===== config.mk =====
export PLATFORM = sky130hd
export DESIGN_NAME = multicycle_controller_flat
export DESIGN_NICKNAME = d
export VERILOG_FILES = /design/src/rtl/multicycle_controller_pkg.sv /design/src/rtl/multicycle_controller_if.sv /design/src/rtl/multicycle_controller_alu_decoder.sv /design/src/rtl/multicycle_controller.sv /design/src/flat_wrapper.sv
export SDC_FILE = /design/constraint.sdc
export NUM_CORES = 1
export LEC_CHECK = 0
export ABC_CLOCK_PERIOD_IN_PS = 4150
export BUFFER_PORTS_ARGS = -buffer_cell sky130_fd_sc_hd__clkbuf_2
export CAP_MARGIN = 20
export CORE_MARGIN = 4
export CORE_UTILIZATION = 40
export CTS_BUF_LIST = sky130_fd_sc_hd__clkbuf_16
export DETAILED_ROUTE_END_ITERATION = 7
export MAX_ROUTING_LAYER = met4
export PLACE_DENSITY = 0.79
export SLEW_MARGIN = 20
export SYNTH_ARGS = -nofsm -noshare
export SYNTH_HDL_FRONTEND = slang
export SYNTH_HIERARCHICAL = 1
export SYNTH_SLANG_ARGS = --single-unit

===== constraint.sdc =====
create_clock -name clk -period 4.15 [get_ports clk]
set_clock_uncertainty 0.2 [all_clocks]
set_input_delay 0.415 -clock clk [delete_from_list [all_inputs] [get_ports clk]]
set_output_delay 0.415 -clock clk [all_outputs]
set_load 0.02 [all_outputs]

===== src/rtl/multicycle_controller_pkg.sv =====
// Shared encodings for the multicycle RISC-V control unit:
// FSM states, ALU opcodes, datapath selects and base opcodes.
package multicycle_controller_pkg;

    typedef enum logic [3:0] {
        S_FETCH, S_DECODE, S_MEMADR, S_MEMREAD, S_MEMWB,
        S_MEMWRITE, S_EXECUTER, S_EXECUTEI, S_ALUWB,
        S_BRANCH, S_JALRADR, S_JUMP, S_LUI
    } state_t;

    typedef enum logic [1:0] {
        ALUOP_ADD   = 2'b00,
        ALUOP_SUB   = 2'b01,
        ALUOP_FUNCT = 2'b10
    } alu_op_t;

    typedef enum logic [2:0] {
        ALU_ADD = 3'b000,
        ALU_SUB = 3'b001,
        ALU_AND = 3'b010,
        ALU_OR  = 3'b011,
        ALU_SLT = 3'b100,
        ALU_XOR = 3'b101
    } alu_ctl_t;

    typedef enum logic [2:0] {
        IMM_I = 3'b000,
        IMM_S = 3'b001,
        IMM_B = 3'b010,
        IMM_J = 3'b011,
        IMM_U = 3'b100
    } imm_src_t;

    typedef enum logic [1:0] {
        RES_ALUOUT    = 2'b00,
        RES_DATA      = 2'b01,
        RES_ALURESULT = 2'b10,
        RES_IMMEXT    = 2'b11
    } result_src_t;

    typedef enum logic [1:0] {
        SRCA_PC    = 2'b00,
        SRCA_OLDPC = 2'b01,
        SRCA_RS1   = 2'b10
    } src_a_t;

    typedef enum logic [1:0] {
        SRCB_RS2  = 2'b00,
        SRCB_IMM  = 2'b01,
        SRCB_FOUR = 2'b10
    } src_b_t;

    localparam logic [6:0] OP_LOAD   = 7'b0000011;
    localparam logic [6:0] OP_STORE  = 7'b0100011;
    localparam logic [6:0] OP_RTYPE  = 7'b0110011;
    localparam logic [6:0] OP_ITYPE  = 7'b0010011;
    localparam logic [6:0] OP_BRANCH = 7'b1100011;
    localparam logic [6:0] OP_JAL    = 7'b1101111;
    localparam logic [6:0] OP_JALR   = 7'b1100111;
    localparam logic [6:0] OP_LUI    = 7'b0110111;

    function automatic imm_src_t imm_src_of(input logic [6:0] op);
        imm_src_t r;
        case (op)
            OP_STORE:  r = IMM_S;
            OP_BRANCH: r = IMM_B;
            OP_JAL:    r = IMM_J;
            OP_LUI:    r = IMM_U;
            default:   r = IMM_I;
        endcase
        return r;
    endfunction

endpackage


===== src/rtl/multicycle_controller_if.sv =====
// Control bundle between datapath (master) and controller (slave).
interface multicycle_controller_if;

    logic [6:0] op;
    logic [2:0] funct3;
    logic       funct7b5;
    logic       Zero;
    logic       sign;
    logic       PCWrite;
    logic       AdrSrc;
    logic       MemWrite;
    logic       IRWrite;
    logic       RegWrite;
    logic [1:0] ResultSrc;
    logic [1:0] ALUSrcA;
    logic [1:0] ALUSrcB;
    logic [2:0] ImmSrc;
    logic [2:0] ALUControl;

    modport master (
        output op, funct3, funct7b5, Zero, sign,
        input  PCWrite, AdrSrc, MemWrite, IRWrite, RegWrite,
        input  ResultSrc, ALUSrcA, ALUSrcB, ImmSrc, ALUControl
    );

    modport slave (
        input  op, funct3, funct7b5, Zero, sign,
        output PCWrite, AdrSrc, MemWrite, IRWrite, RegWrite,
        output ResultSrc, ALUSrcA, ALUSrcB, ImmSrc, ALUControl
    );

endinterface


===== src/rtl/multicycle_controller_alu_decoder.sv =====
// Combinational ALU decoder: ALUOp plus instruction fields
// to the ALU operation select.
module alu_decoder
    import multicycle_controller_pkg::*;
(
    input  alu_op_t    i_alu_op,
    input  logic [2:0] i_funct3,
    input  logic       i_op5,
    input  logic       i_funct7b5,
    output alu_ctl_t   o_alu_ctl
);

    always_comb begin
        o_alu_ctl = ALU_ADD;
        case (i_alu_op)
            ALUOP_SUB: o_alu_ctl = ALU_SUB;
            ALUOP_FUNCT: begin
                case (i_funct3)
                    // only R-type sub sets bit 30; addi may carry it in imm
                    3'b000: o_alu_ctl = (i_op5 & i_funct7b5) ? ALU_SUB : ALU_ADD;
                    3'b010: o_alu_ctl = ALU_SLT;
                    3'b100: o_alu_ctl = ALU_XOR;
                    3'b110: o_alu_ctl = ALU_OR;
                    3'b111: o_alu_ctl = ALU_AND;
                    default: o_alu_ctl = ALU_ADD;
                endcase
            end
            default: o_alu_ctl = ALU_ADD;
        endcase
    end

endmodule


===== src/rtl/multicycle_controller.sv =====
// Moore control FSM for a multicycle RV32I datapath; all
// outputs are forced to zero while reset is held.
module multicycle_controller
    import multicycle_controller_pkg::*;
(
    input  logic                    clk,
    input  logic                    rst_n,
    multicycle_controller_if.slave  io_ctl
);

    state_t      r_state;
    state_t      w_next;
    alu_op_t     w_alu_op;
    alu_ctl_t    w_alu_ctl;
    result_src_t w_result;
    src_a_t      w_src_a;
    src_b_t      w_src_b;
    imm_src_t    w_imm;
    logic        w_pcwrite;
    logic        w_adrsrc;
    logic        w_memwrite;
    logic        w_irwrite;
    logic        w_regwrite;
    logic        w_taken;

    always_ff @(posedge clk) begin
        if (!rst_n) r_state <= S_FETCH;
        else        r_state <= w_next;
    end

    always_comb begin
        case (io_ctl.funct3)
            3'b000:  w_taken = io_ctl.Zero;
            3'b001:  w_taken = ~io_ctl.Zero;
            3'b100:  w_taken = io_ctl.sign;
            3'b101:  w_taken = ~io_ctl.sign;
            default: w_taken = 1'b0;
        endcase
    end

    always_comb begin
        w_next     = S_FETCH;
        w_alu_op   = ALUOP_ADD;
        w_result   = RES_ALUOUT;
        w_src_a    = SRCA_PC;
        w_src_b    = SRCB_RS2;
        w_pcwrite  = 1'b0;
        w_adrsrc   = 1'b0;
        w_memwrite = 1'b0;
        w_irwrite  = 1'b0;
        w_regwrite = 1'b0;
        unique case (r_state)
            S_FETCH: begin
                w_irwrite = 1'b1;
                w_pcwrite = 1'b1;
                w_src_b   = SRCB_FOUR;
                w_result  = RES_ALURESULT;
                w_next    = S_DECODE;
            end
            S_DECODE: begin
                w_src_a = SRCA_OLDPC;
                w_src_b = SRCB_IMM;
                case (io_ctl.op)
                    OP_LOAD, OP_STORE: w_next = S_MEMADR;
                    OP_RTYPE:  w_next = S_EXECUTER;
                    OP_ITYPE:  w_next = S_EXECUTEI;
                    OP_BRANCH: w_next = S_BRANCH;
                    OP_JAL:    w_next = S_JUMP;
                    OP_JALR:   w_next = S_JALRADR;
                    OP_LUI:    w_next = S_LUI;
                    default:   w_next = S_FETCH;
                endcase
            end
            S_MEMADR: begin
                w_src_a = SRCA_RS1;
                w_src_b = SRCB_IMM;
                w_next  = (io_ctl.op == OP_LOAD) ? S_MEMREAD : S_MEMWRITE;
            end
            S_MEMREAD: begin
                w_adrsrc = 1'b1;
                w_next   = S_MEMWB;
            end
            S_MEMWB: begin
                w_result   = RES_DATA;
                w_regwrite = 1'b1;
            end
            S_MEMWRITE: begin
                w_adrsrc   = 1'b1;
                w_memwrite = 1'b1;
            end
            S_EXECUTER: begin
                w_src_a  = SRCA_RS1;
                w_alu_op = ALUOP_FUNCT;
                w_next   = S_ALUWB;
            end
            S_EXECUTEI: begin
                w_src_a  = SRCA_RS1;
                w_src_b  = SRCB_IMM;
                w_alu_op = ALUOP_FUNCT;
                w_next   = S_ALUWB;
            end
            S_ALUWB: w_regwrite = 1'b1;
            S_BRANCH: begin
                w_src_a   = SRCA_RS1;
                w_alu_op  = ALUOP_SUB;
                w_pcwrite = w_taken;
            end
            S_JALRADR: begin
                w_src_a = SRCA_RS1;
                w_src_b = SRCB_IMM;
                w_next  = S_JUMP;
            end
            // PC <= target held in ALUOut while ALU forms OldPC+4 for rd
            S_JUMP: begin
                w_src_a   = SRCA_OLDPC;
                w_src_b   = SRCB_FOUR;
                w_pcwrite = 1'b1;
                w_next    = S_ALUWB;
            end
            S_LUI: begin
                w_result   = RES_IMMEXT;
                w_regwrite = 1'b1;
            end
            default: w_next = S_FETCH;
        endcase
    end

    assign w_imm = imm_src_of(io_ctl.op);

    alu_decoder u_alu_dec (
        .i_alu_op   (w_alu_op),
        .i_funct3   (io_ctl.funct3),
        .i_op5      (io_ctl.op[5]),
        .i_funct7b5 (io_ctl.funct7b5),
        .o_alu_ctl  (w_alu_ctl)
    );

    assign io_ctl.PCWrite    = rst_n & w_pcwrite;
    assign io_ctl.AdrSrc     = rst_n & w_adrsrc;
    assign io_ctl.MemWrite   = rst_n & w_memwrite;
    assign io_ctl.IRWrite    = rst_n & w_irwrite;
    assign io_ctl.RegWrite   = rst_n & w_regwrite;
    assign io_ctl.ResultSrc  = rst_n ? w_result  : 2'b00;
    assign io_ctl.ALUSrcA    = rst_n ? w_src_a   : 2'b00;
    assign io_ctl.ALUSrcB    = rst_n ? w_src_b   : 2'b00;
    assign io_ctl.ImmSrc     = rst_n ? w_imm     : 3'b000;
    assign io_ctl.ALUControl = rst_n ? w_alu_ctl : 3'b000;

endmodule


===== src/flat_wrapper.sv =====
// flat-port wrapper written by rule: the top's interface ports become plain ports
module multicycle_controller_flat import multicycle_controller_pkg::*;
  (clk, rst_n, io_ctl_op, io_ctl_funct3, io_ctl_funct7b5, io_ctl_Zero, io_ctl_sign, io_ctl_PCWrite, io_ctl_AdrSrc, io_ctl_MemWrite, io_ctl_IRWrite, io_ctl_RegWrite, io_ctl_ResultSrc, io_ctl_ALUSrcA, io_ctl_ALUSrcB, io_ctl_ImmSrc, io_ctl_ALUControl);
  multicycle_controller_if io_ctl_i ();
  input  logic clk;
  input  logic rst_n;
  input wire logic [$bits(io_ctl_i.op)-1:0] io_ctl_op;
  input wire logic [$bits(io_ctl_i.funct3)-1:0] io_ctl_funct3;
  input wire logic [$bits(io_ctl_i.funct7b5)-1:0] io_ctl_funct7b5;
  input wire logic [$bits(io_ctl_i.Zero)-1:0] io_ctl_Zero;
  input wire logic [$bits(io_ctl_i.sign)-1:0] io_ctl_sign;
  output wire logic [$bits(io_ctl_i.PCWrite)-1:0] io_ctl_PCWrite;
  output wire logic [$bits(io_ctl_i.AdrSrc)-1:0] io_ctl_AdrSrc;
  output wire logic [$bits(io_ctl_i.MemWrite)-1:0] io_ctl_MemWrite;
  output wire logic [$bits(io_ctl_i.IRWrite)-1:0] io_ctl_IRWrite;
  output wire logic [$bits(io_ctl_i.RegWrite)-1:0] io_ctl_RegWrite;
  output wire logic [$bits(io_ctl_i.ResultSrc)-1:0] io_ctl_ResultSrc;
  output wire logic [$bits(io_ctl_i.ALUSrcA)-1:0] io_ctl_ALUSrcA;
  output wire logic [$bits(io_ctl_i.ALUSrcB)-1:0] io_ctl_ALUSrcB;
  output wire logic [$bits(io_ctl_i.ImmSrc)-1:0] io_ctl_ImmSrc;
  output wire logic [$bits(io_ctl_i.ALUControl)-1:0] io_ctl_ALUControl;
  assign io_ctl_i.op = io_ctl_op;
  assign io_ctl_i.funct3 = io_ctl_funct3;
  assign io_ctl_i.funct7b5 = io_ctl_funct7b5;
  assign io_ctl_i.Zero = io_ctl_Zero;
  assign io_ctl_i.sign = io_ctl_sign;
  assign io_ctl_PCWrite = io_ctl_i.PCWrite;
  assign io_ctl_AdrSrc = io_ctl_i.AdrSrc;
  assign io_ctl_MemWrite = io_ctl_i.MemWrite;
  assign io_ctl_IRWrite = io_ctl_i.IRWrite;
  assign io_ctl_RegWrite = io_ctl_i.RegWrite;
  assign io_ctl_ResultSrc = io_ctl_i.ResultSrc;
  assign io_ctl_ALUSrcA = io_ctl_i.ALUSrcA;
  assign io_ctl_ALUSrcB = io_ctl_i.ALUSrcB;
  assign io_ctl_ImmSrc = io_ctl_i.ImmSrc;
  assign io_ctl_ALUControl = io_ctl_i.ALUControl;
  multicycle_controller u_core (.clk(clk), .rst_n(rst_n), .io_ctl(io_ctl_i));
endmodule

# Word level (Yosys, flattened, before mapping)
# Index checks and enable logic that the tools add are counted.
dict set report classes {
  eq_ne 28
  mux 22
  bitwise_logic 8
  n_reduce_logical 11
}
# operator count
set op_table {}
lappend op_table {{$pmux W4 S7} 1}
lappend op_table {{$pmux W4 S6} 1}
lappend op_table {{$eq A7 B6 Y1 const B} 3}
lappend op_table {{$eq A7 B7 Y1 const B} 3}
lappend op_table {{$eq A4 B4 Y1 const B} 5}
lappend op_table {{$eq A4 B3 Y1 const B} 4}
lappend op_table {{$pmux W3 S5} 1}
lappend op_table {{$eq A3 B3 Y1 const B} 4}
lappend op_table {{$pmux W2 S2} 3}
lappend op_table {{$pmux W3 S4} 1}
lappend op_table {{$reduce_or A2 Y1} 5}
lappend op_table {{$mux W3} 3}
lappend op_table {{$eq A4 B2 Y1 const B} 2}
lappend op_table {{$eq A7 B2 Y1 const B} 1}
lappend op_table {{$eq A7 B5 Y1 const B} 1}
lappend op_table {{$and A1 B1 Y1} 6}
lappend op_table {{$mux W2} 3}
lappend op_table {{$pmux W2 S3} 1}
lappend op_table {{$pmux W3 S2} 1}
lappend op_table {{$reduce_or A3 Y1} 2}
lappend op_table {{$mux W1} 5}
lappend op_table {{$reduce_or A5 Y1} 1}
lappend op_table {{$eq A4 B1 Y1 const B} 1}
lappend op_table {{$logic_not A4 Y1} 1}
lappend op_table {{other kinds (9)} 10}
dict set report word_totals {
  register_bits 4
  inputBits 15
  out_inout_bits 17
  elab_cells 70
}

# Longest topological paths before layout
# Gate-level depths: netlist of run 1.
dict set report logic_depth {
  ltp_word 6
  depth_mapped 8
  ltp_nobuf 7
}

# By module
# Netlist of run 1, hierarchy kept.
# module instances cells_per_inst area_per_inst_um2 seq_area_each_um2
set modules_own_cells {}
lappend modules_own_cells {multicycle_controller 1 84 603.1 80.1}
lappend modules_own_cells {alu_decoder 1 12 100.1 0.0}

# Worst setup path after synthesis of run 1
# Ideal clock, no wire load.
dict set report synth_timing {
  path_kind {register -> output}
  from {register u_core.r_state[3]}
  to {output port io_ctl_ALUControl[1]}
  arrival_ns 1.717
  required_ns 3.535
  slack_ns 1.818
  path_stages_with_launch 8
  n_path_buf 1
  path_cell_list {dfxtp_1 buf_6 inv_1 nor4_1 inv_1 ha_1 and4b_2 and2_1}
}
dict set report synth_via {
  elab_chain_len 6
  elab_cells_between_ends 9
  cone_classes {eq/ne: 5; mux: 3; reduce/logical: 1}
}
# item line_no
set synth_lines {}
lappend synth_lines {{from (decl)} multicycle_controller.sv:11} ;# state_t r_state;
lappend synth_lines {{from (signal assigned)} multicycle_controller.sv:28} ;# else r_state <= w_next;
lappend synth_lines {{$eq A4 B3 Y1} multicycle_controller.sv:52} ;# unique case (r_state)
lappend synth_lines {{$reduce_or A2 Y1 (no source line)} --}
lappend synth_lines {{$pmux W2 S2 *} multicycle_controller.sv:52}
lappend synth_lines {{named net u_core.w_alu_op[0]} multicycle_controller.sv:13} ;# alu_op_t w_alu_op;
lappend synth_lines {{$eq A2 B2 Y1 / $eq A2 B1 Y1 (equally long branches)} multicycle_controller_alu_decoder.sv:15} ;# case (i_alu_op)
lappend synth_lines {{$pmux W3 S2 *} multicycle_controller_alu_decoder.sv:15}
lappend synth_lines {{named net u_core.w_alu_ctl[1]} multicycle_controller.sv:14} ;# alu_ctl_t w_alu_ctl;
lappend synth_lines {{$mux W3 *} multicycle_controller.sv:147} ;# assign io_ctl.ALUControl = rst_n ? w_alu_ctl : 3'b000;
lappend synth_lines {{to (decl)} flat_wrapper.sv:21} ;# output wire logic [$bits(io_ctl_i.ALUControl)-1:0] io_ctl_ALUControl;
# Mark *: on every way through the listed nets, which the timed path passes. The rest lies on a longest branch.

# Worst setup path after layout of run 1
# Same ends and word-level chain as after synthesis.

==> impl_metrics.toml, run 1 <==
[clocking]
cts-htree-levels = 1
clock_latency_ns = 0.22
cts-buffers-inserted = 3
cts_tree = "built"
ctsHoldBuffers = 0
cts.path.max_buffers = 2
cts_setup_buffers = 0
cts.sinks = 4
cts.reportedPaths.clkPinSlew_ns = 0.03
ctsResizeCount = 0
cts_root_buf = "clkbuf_16"

[global_route]
antenna_found_initial = 0
grt_pass1_wl_mm = 3.33
grtUsageTotal_pct = 17.2
grt_pass1_vias = 769
grt-ovfl-total = 0
grt_max_degree = 19

[sta]
max_slew_margin_pct = 70.1
finalCritPeriodShare_pct = 73.2
worst_pin_slew_ns = 0.444
rsz0062_at_grt = "no"
hold_viol = 0
finalSetupViolations = 0
period_minus_slack_ns = 3.04
timing.fmax_ghz = 0.329
drv_slew = 0
tns_ns = 0

[floorplanning]
die_area_um2 = 2490
pin_count = 32
die_h_um = 49.9
num_rows = 14
initial_utilization_pct = 44.6
core-area_um2 = 1580
die_x_um = 49.9

[job]
maxCapViolCount = 0

[layout]
reg_top3 = "u_core/r_state: 4 flops"
insertedDiodeCount = 0
largest_reg_flops = 4
fin_nets = 143
fin_cells = 140
utilization_pct = 57.9
fill_cells = 146
drive_above_1_share_pct = 33.9
syn_to_final_growth_pct = 29.9
top_register = "u_core/r_state"

[worst_hold_path]
hold_start = "io_ctl_op[5]"
min_path_cells = 3
hold_class = "in2reg"
holdPathEnd = "u_core/r_state[3]$_SDFF_PN0_"

[routing]
drc_errors = 0
ant_nets = 0
routedWlPerCell_um = 13.5
via_count = 817
viasPerCell = 5.84
dr.pass1.iters = 4
drtIter0Drc = 20
wirelength_mm = 1.90

[synth]
syn_nets = 113
synthArstFlopShare_pct = 0
synth.largest_area_cell = "dfxtp_1"
synth-edff-count = 0
ys_top_cells_by_area = "dfxtp_1 11%, and2_1 5.3%, nor2_1 5.3%"
yosys-top-cells-count = "10 x nor2_1, 6 x and2_1, 6 x inv_1, 5 x nand2_1, 5 x nand3_1"
ys_types = 46
synthFlopType = "dfxtp_1"
synth_top_area_share_pct = 11.4
seq_area_frac_synth_pct = 11.4
ys_ff_latch = 4
synthCells = 96
ys_warn_count = 6
syn_area_per_cell_um2 = 7.32
netlist_area_um2 = 703
synth_most_common_cell = "nor2_1"

[placement]
numPortBuffers = 31
place_hpwl_mm = 1.53
routabilityCongestion = 0.927
dp.cells = 137

[run_status]
outcome = "finished clean"

[power]
cellPowerDensity_nw_per_um2 = 260
swShare_pct = 23.3
combPwrFrac_pct = 20.5
pwr-share-seq_pct = 17.7
leakagePower_nw = 0.422
p_int_mw = 0.182
clkPwrFrac_pct = 61.9
p_sw_mw = 0.0553
max-vdd-ir-drop_uv = 191

[critical_path]
r2r-start = "u_core/r_state[1]$_SDFF_PN0_"
reg2reg_to = "u_core/r_state[1]$_SDFF_PN0_"
crit_type = "reg2out"
cp-end-kind = "primary output"
crit_fanout = 10
required_ns = 3.53
reg2reg_setup_slack_ns = 2.46
reg2reg_depth = 4
cp.arrival_ns = 2.42
start_kind = "flop"
-- worst max-delay path by stage --
stage                                       from              endpoint  depth (start not counted)
floorplan           u_core/r_state[3]$_SDFF_PN0_  io_ctl_ALUControl[1]                          7
detailed placement  u_core/r_state[3]$_SDFF_PN0_  io_ctl_ALUControl[1]                          7
global placement    u_core/r_state[3]$_SDFF_PN0_  io_ctl_ALUControl[1]                          7
global route        u_core/r_state[3]$_SDFF_PN0_  io_ctl_ALUControl[1]                          7
finish              u_core/r_state[3]$_SDFF_PN0_  io_ctl_ALUControl[1]                          7
CTS                 u_core/r_state[3]$_SDFF_PN0_  io_ctl_ALUControl[1]                          7
-- layout make-up --
class	instances	area (um^2)	area share [%]
clock buffers	3	75.1	8.22
inverters	6	22.5	2.47
multi-input cells	80	561	61.4
flip-flops and latches	4	80.1	8.77
well taps	16	20.0	2.19
repair buffers	31	155	17.0
-- power by group through the flow --
stage | clock network, mW | registers, mW | logic (mW)
after CTS | 0.149 | 0.0419 | 0.0483
after global routing | 0.153 | 0.0423 | 0.0535
final | 0.147 | 0.0419 | 0.0485
after detailed placement | 0 | 0.0424 | 0.0482
after floorplan | 0 | 0.0404 | 0.0312
after global placement | 0 | 0.0425 | 0.0474
-- cells by family (layout without fill, tap and decap cells) --
logic type	Yosys count	in the layout	share of synthesized area, %
xor gates and xnor gates	5	5	6.23
DFF	4	4	11.4
AOI/OAI and AO/OA	20	20	22.6
muxes	1	1	1.42
and+or+nand+nor	52	52	45.9
adders and majority gates	2	2	3.56
buffers and inverters	12	40	8.90
-- per-layer routing --
metal	vias up	GRT usage [%]	routed length (um)
li1	410	-	-
met1	380	19.8	828
met2	22	29.3	959
met4	0	6.91	29
met3	5	3.01	79
met5	-	-	0
-- critical path, stage by stage (launching register included) --
cell      delay [ns]
dfxtp_1         0.56
inv_1           0.18
nor4_1          0.47
inv_1           0.10
ha_1            0.33
and4b_2         0.27
and2_1          0.12
clkbuf_2        0.16
-- placed cells by master (no fill, tap or decap), types with 3 or more instances in the layout --
| cell type | synthesis | final |
|---|---|---|
| nor2_1 | 10 | 10 |
| inv_1 | 6 | 6 |
| clkbuf_16 | 0 | 3 |
| dfxtp_1 | 4 | 4 |
| nand3_1 | 5 | 5 |
| xor2_1 | 4 | 4 |
| nand2_1 | 5 | 5 |
| nor3_1 | 3 | 3 |
| a21oi_1 | 3 | 3 |
| and2_1 | 6 | 6 |
| clkbuf_2 | 1 | 31 |
-- through the flow --
stage                     power (mW)  instance area, um^2  setup WS [ns]  hold slack, ns
after CTS                      0.239                  913           1.11           0.354
after global routing           0.249                  913          0.993           0.377
after global placement        0.0898                  838           1.53           0.406
after detailed placement      0.0906                  838           1.37           0.399
after floorplan               0.0716                  703           1.82           0.361
final                          0.237                  913           1.11           0.367
Power figures use the tool's default switching activity.
==> inputs of run 2 (changes only) <==
--- a/config.mk
+++ b/config.mk
@@ -5,7 +5,8 @@
 export SDC_FILE = /design/constraint.sdc
 export NUM_CORES = 1
 export LEC_CHECK = 0
-export ABC_CLOCK_PERIOD_IN_PS = 4150
+export ABC_AREA = 1
+export ABC_CLOCK_PERIOD_IN_PS = 2970
 export BUFFER_PORTS_ARGS = -buffer_cell sky130_fd_sc_hd__clkbuf_2
 export CAP_MARGIN = 20
 export CORE_MARGIN = 4
==> constraint.sdc (replaced) <==
create_clock -name clk -period 2.97 [get_ports clk]
set_clock_uncertainty 0.2 [all_clocks]
set_input_delay 0.297 -clock clk [delete_from_list [all_inputs] [get_ports clk]]
set_output_delay 0.297 -clock clk [all_outputs]
set_load 0.02 [all_outputs]
==> run 2 against run 1 <==
Against the previous run: register-to-register slack worse by 0.74 ns; clock-buffer cell count did not move; critical path depth is 5 higher; non-clock buffer count did not move; hold slack got worse by 0.16 ns; cell count increased by 36%; routed wire length fell by 8.1%; area after synthesis up 0.36%; via count is 7.2% higher.
==> impl_metrics.toml, run 2 <==
[run_status]
outcome = "finished clean"

[critical_path]
crit_type = "reg2out"
max_stage_delay_ns = 0.36
r2r-start = "u_core/r_state[2]$_SDFF_PN0_"
slowest_stage = "ha_1"
crit_fanout = 4
cp-end-kind = "primary output"
start_kind = "flop"
cp_top_family = "simple AND/OR/NAND/NOR gates"
required_ns = 2.47
worstSetupStartpoint = "u_core/r_state[0]$_SDFF_PN0_"
cp.arrival_ns = 1.80
cp_num_buf_inv = 5
reg2reg_setup_slack_ns = 1.72
worstPathCellList = "inv_1 -> nor2_2 -> inv_2 -> nor2_4 -> inv_1 -> ha_1 -> nor2_4 -> nand2_1 -> nand2_1 -> nand2_1 -> inv_1 -> clkbuf_2"

[layout]
top_register = "u_core/r_state"
fill_cells = 159
final_cell_mix = "41 x nand2_1, 31 x clkbuf_2, 23 x inv_1"
insertedDiodeCount = 0
multiInputGateArea_um2 = 508
seq_area_um2 = 80.1
largest_reg_flops = 4
drive_above_1_share_pct = 31.7
layout_commonest_cell = "nand2_1"
fin_nets = 186
syn_to_final_growth_pct = 35.1
fin_cells = 191
reg_top3 = "u_core/r_state: 4 flops"

[clocking]
ctsHoldBuffers = 0
cts_setup_buffers = 0
cts_tree = "built"
ctsResizeCount = 0
clock_latency_ns = 0.22
cts-buffers-inserted = 3
cts.reportedPaths.clkPinSlew_ns = 0.03
cts.sinks = 4
cts_root_buf = "clkbuf_16"
cts-htree-levels = 1
cts.path.max_buffers = 2

[job]
maxCapViolCount = 0

[floorplanning]
pin_count = 32
initial_utilization_pct = 44.3
die_h_um = 50
num_rows = 14
core-area_um2 = 1590
die_x_um = 50
die_area_um2 = 2500

[global_route]
grt_pass1_vias = 833
grt_pass1_wl_mm = 3.07
antenna_found_initial = 0
grt_max_degree = 14
grtUsageTotal_pct = 15.5
grt-ovfl-total = 0

[synth]
synth-edff-count = 0
seq_area_frac_synth_pct = 11.3
ys_types = 24
syn_area_per_cell_um2 = 5.23
synthFlopType = "dfxtp_1"
syn_nets = 152
synthArstFlopShare_pct = 0
ys_warn_count = 6
synthSimpleGateAreaFrac_pct = 55.7
synthAdderAreaFrac_pct = 3.55
synth_most_common_cell = "nand2_1"
synth_compound_area_share_pct = 12.8
muxShareOfSynthArea_pct = 0
ys_top_cells_by_area = "nand2_1 22%, inv_1 12%, nor2_1 12%"
synth.largest_area_cell = "nand2_1"
synth_xor_area_share_pct = 0
netlist_area_um2 = 706
synthCells = 135
synth_top_area_share_pct = 21.8
synth_top_family_by_area = "simple AND/OR/NAND/NOR gates"
ys_ff_latch = 4
yosys-top-cells-count = "41 x nand2_1, 23 x inv_1, 22 x nor2_1, 9 x nand3_1, 5 x inv_2"

[sta]
max_slew_margin_pct = 72.6
timing.fmax_ghz = 0.434
worst_pin_slew_ns = 0.411
tns_ns = 0
period_minus_slack_ns = 2.30
hold_ws_ns = 0.207
finalSetupViolations = 0
hold_viol = 0
drv_slew = 0
worst_slack_ns = 0.668
rsz0062_at_grt = "no"
finalCritPeriodShare_pct = 77.5

[worst_hold_path]
hold_start = "rst_n"
hold_class = "in2reg"

[power]
max-vdd-ir-drop_uv = 583
cellPowerDensity_nw_per_um2 = 346
leakagePower_nw = 0.553
p_total_mw = 0.330

[routing]
routedWlPerCell_um = 9.12
ant_nets = 0
dr.pass1.iters = 4
wirelength_mm = 1.74
drc_errors = 0
drtIter0Drc = 14
via_count = 876
viasPerCell = 4.59

[placement]
dp.cells = 188
routabilityCongestion = 0.835
dp_slack_ns = 0.880
place_hpwl_mm = 1.54
numPortBuffers = 31
==> run 2: cell types whose count changed after synthesis, moves of 3 or more <==
cell / change
a21oi_2: +3
and2_1: -6
inv_1: +17
inv_2: +5
nand2_1: +36
nand3_1: +4
nor2_1: +12
nor2_4: +4
xor2_1: -4
==> run 2: final timing paths <==
path	to	cells past startpoint
max	io_ctl_ALUControl[0]	12
min	u_core/r_state[0]$_SDFF_PN0_	3
max reg2reg	u_core/r_state[0]$_SDFF_PN0_	7
min reg2reg	u_core/r_state[3]$_SDFF_PN0_	2
==> run 2: layout make-up <==
type                       count  area share [%]
timing repair buffer          31            16.3
sequential                     4            8.40
multi-input combinational    101            53.3
clock buffer                   3            7.87
inverter                      28            11.0
tap                           24            3.15
==> run 2: cells by family (layout without fill, tap and decap cells) <==
family          count (synthesis)  in the layout
buf+inv                        30             62
flops                           4              4
compound gates                 14             14
fa+ha+maj                       2              2
simple gates                   85             85
==> run 2: worst register-to-register path, stage by stage (launching register included) <==
cell and delay [ns]:
dfxtp_1 0.42, inv_2 0.08, nand2_4 0.12, inv_2 0.06, nand2_1 0.09, nand3_1 0.08, nand2_1 0.06, inv_1 0.03
==> run 2: metrics by stage <==
stage / area [um^2] / util (%)
floorplan: 706 / -
global placement: 878 / 55.1
detailed placement: 878 / 55.1
CTS: 953 / 59.8
global route: 953 / 59.8
finish: 953 / 59.8
==> run 2: report_power, final <==
group | internal [mW] | total, mW | switching (mW)
registers | 0.0557 | 0.0569 | 0.00124
logic | 0.0241 | 0.0700 | 0.0459
clock network | 0.171 | 0.203 | 0.0314
total | 0.251 | 0.330 | 0.0785
==> run 2: routing by layer <==
| metal | part of all wire, % | vias up | track usage, % |
|---|---|---|---|
| met5 | 0 | - | - |
| met4 | 0 | 0 | 4.15 |
| met3 | 3.2 | 0 | 1.81 |
| met2 | 55 | 16 | 29.8 |
| met1 | 42 | 383 | 16.4 |
| li1 | - | 477 | - |
==> inputs of run 3 (changes only) <==
--- a/config.mk
+++ b/config.mk
@@ -5,8 +5,8 @@
 export SDC_FILE = /design/constraint.sdc
 export NUM_CORES = 1
 export LEC_CHECK = 0
-export ABC_AREA = 1
-export ABC_CLOCK_PERIOD_IN_PS = 2970
+export ABC_AREA = 0
+export ABC_CLOCK_PERIOD_IN_PS = 2300
 export BUFFER_PORTS_ARGS = -buffer_cell sky130_fd_sc_hd__clkbuf_2
 export CAP_MARGIN = 20
 export CORE_MARGIN = 4
==> constraint.sdc (replaced) <==
create_clock -name clk -period 2.3 [get_ports clk]
set_clock_uncertainty 0.2 [all_clocks]
set_input_delay 0.23 -clock clk [delete_from_list [all_inputs] [get_ports clk]]
set_output_delay 0.23 -clock clk [all_outputs]
set_load 0.02 [all_outputs]
==> run 3 against run 2 <==
Against the previous run: setup slack lost 0.62 ns; final area increased by 5.2%; hold slack worse by 0.036 ns; critical endpoint is now io_ctl_ALUControl[1]; largest power group unchanged.
==> impl_metrics.toml, run 3 (synthesis results as in run 1) <==
[power]
pwr-share-seq_pct = 16.6
clkPwrFrac_pct = 61.6
combPwrFrac_pct = 21.8
swShare_pct = 24.4
leakagePower_nw = 0.458
max-vdd-ir-drop_uv = 267
cellPowerDensity_nw_per_um2 = 436
p_sw_mw = 0.107
p_int_mw = 0.331

[placement]
place_hpwl_mm = 1.66
numPortBuffers = 31
dp.cells = 142
routabilityCongestion = 0.878

[critical_path]
crit_fanout = 4
start_kind = "flop"
cp_common_cell = "inv_2"
max_stage_delay_ns = 0.35
cp.arrival_ns = 1.82
slowest_stage = "nor4_4"
required_ns = 1.87
cp_num_buf_inv = 3
worstPathCellList = "inv_2 -> nor4_4 -> inv_2 -> ha_4 -> and4b_2 -> and2_4 -> buf_6"
cp-end-kind = "primary output"
cp_top_family = "simple AND/OR/NAND/NOR gates"
crit_type = "reg2out"

[layout]
syn_to_final_growth_pct = 42.7
final_cell_mix = "29 x clkbuf_2, 10 x nor2_1, 7 x buf_4"
drive_above_1_share_pct = 43.1
utilization_pct = 63.7
fin_cells = 146
top_register = "u_core/r_state"
reg_top3 = "u_core/r_state: 4 flops"
insertedDiodeCount = 0
fin_nets = 149
largest_reg_flops = 4
layout_commonest_cell = "clkbuf_2"

[routing]
dr.pass1.iters = 4
routedWlPerCell_um = 14.8
drc_errors = 0
via_count = 820
wirelength_mm = 2.16
viasPerCell = 5.62
ant_nets = 0
drtIter0Drc = 7

[global_route]
antenna_found_initial = 0
grt_pass1_vias = 855
grtUsageTotal_pct = 18.5
grt_pass1_wl_mm = 3.58
grt-ovfl-total = 0
grt_max_degree = 19

[clocking]
cts_tree = "built"
cts.path.max_buffers = 2
cts.reportedPaths.clkPinSlew_ns = 0.03
cts.sinks = 4
cts_root_buf = "clkbuf_16"
clock_latency_ns = 0.22
cts-htree-levels = 1
cts-buffers-inserted = 3

[sta]
period_minus_slack_ns = 2.25
max_slew_margin_pct = 79.7
finalCritPeriodShare_pct = 97.9
tns_ns = 0
hold_ws_ns = 0.171
finalSetupViolations = 0
hold_viol = 0
drv_slew = 0
worst_pin_slew_ns = 0.303
rsz0062_at_grt = "yes"
timing.fmax_ghz = 0.444

[floorplanning]
die_x_um = 49.9
pin_count = 32
num_rows = 14
initial_utilization_pct = 44.6
core-area_um2 = 1580
die_h_um = 49.9
die_area_um2 = 2490

[worst_hold_path]
hold_class = "in2reg"

[job]
maxCapViolCount = 0

[run_status]
outcome = "finished clean"
==> run 3: cell count changes in the layout (fill, tap and decap cells not counted), moves of 3 or more <==
cell,previous run,this run
buf_4,0,7
nand2_1,41,5
nor2_4,4,0
inv_1,23,4
a21oi_2,3,0
nand3_1,9,5
nor2_1,22,10
inv_2,5,2
xor2_1,0,4
and2_1,0,4
==> run 3: layout make-up <==
cell class              instances  area, um^2
clock buffers                   3        75.1
inverters                       6        22.5
flip-flops and latches          4        81.3
well taps                      16        20.0
multi-input cells              80         596
fillers                       133         573
repair buffers                 37         209
==> run 3: path summary, 6_finish.rpt <==
kind / depth (start not counted) / slack (ns) / endpoint / from
max: 7 / 0.05 / io_ctl_ALUControl[1] / u_core/r_state[3]$_SDFF_PN0_
min: 3 / 0.17 / u_core/r_state[3]$_SDFF_PN0_ / io_ctl_op[5]
max reg2reg: 5 / 0.56 / u_core/r_state[1]$_SDFF_PN0_ / u_core/r_state[1]$_SDFF_PN0_
min reg2reg: 2 / 0.42 / u_core/r_state[0]$_SDFF_PN0_ / u_core/r_state[0]$_SDFF_PN0_
==> run 3: power by group through the flow <==
| stage | clock network (mW) | registers (mW) | logic (mW) |
|---|---|---|---|
| detailed placement | 0 | 0.0734 | 0.0935 |
| finish | 0.270 | 0.0726 | 0.0955 |
| global route | 0.278 | 0.0727 | 0.104 |
| floorplan | 0 | 0.0730 | 0.0563 |
| global placement | 0 | 0.0733 | 0.0903 |
| CTS | 0.273 | 0.0726 | 0.0947 |
==> run 3: per-stage QoR <==
step	setup slack, ns	power, mW	instance area, um^2
floorplan	0.153	0.129	703
global placement	0.171	0.164	876
detailed placement	0.0932	0.167	876
CTS	0.000661	0.440	968
global route	-0.0188	0.455	1000
finish	0.0473	0.438	1000
==> run 3: routing by layer <==
metal	part of all wire [%]	GRT usage, %	wire length, um
met1	43	19.4	932
met2	50	32.4	1090
met3	4.7	3.61	102
met4	1.6	9.68	34
met5	0	-	0
==> run 3: worst register-to-register path, delay by kind of cell (launching register included) <==
family	cells	cell delay, ns
compound gates	2	0.22
simple gates	2	0.74
buf+inv	1	0.18
flops	1	0.32
==> run 3: repair_timing <==
item / CTS / global route
pin swaps: 2 / 2
endpoints found under the setup margin: 3 / 2
resized for setup: 3 / 11
hold buffers: 0 / 0
setup buffers: 0 / 1
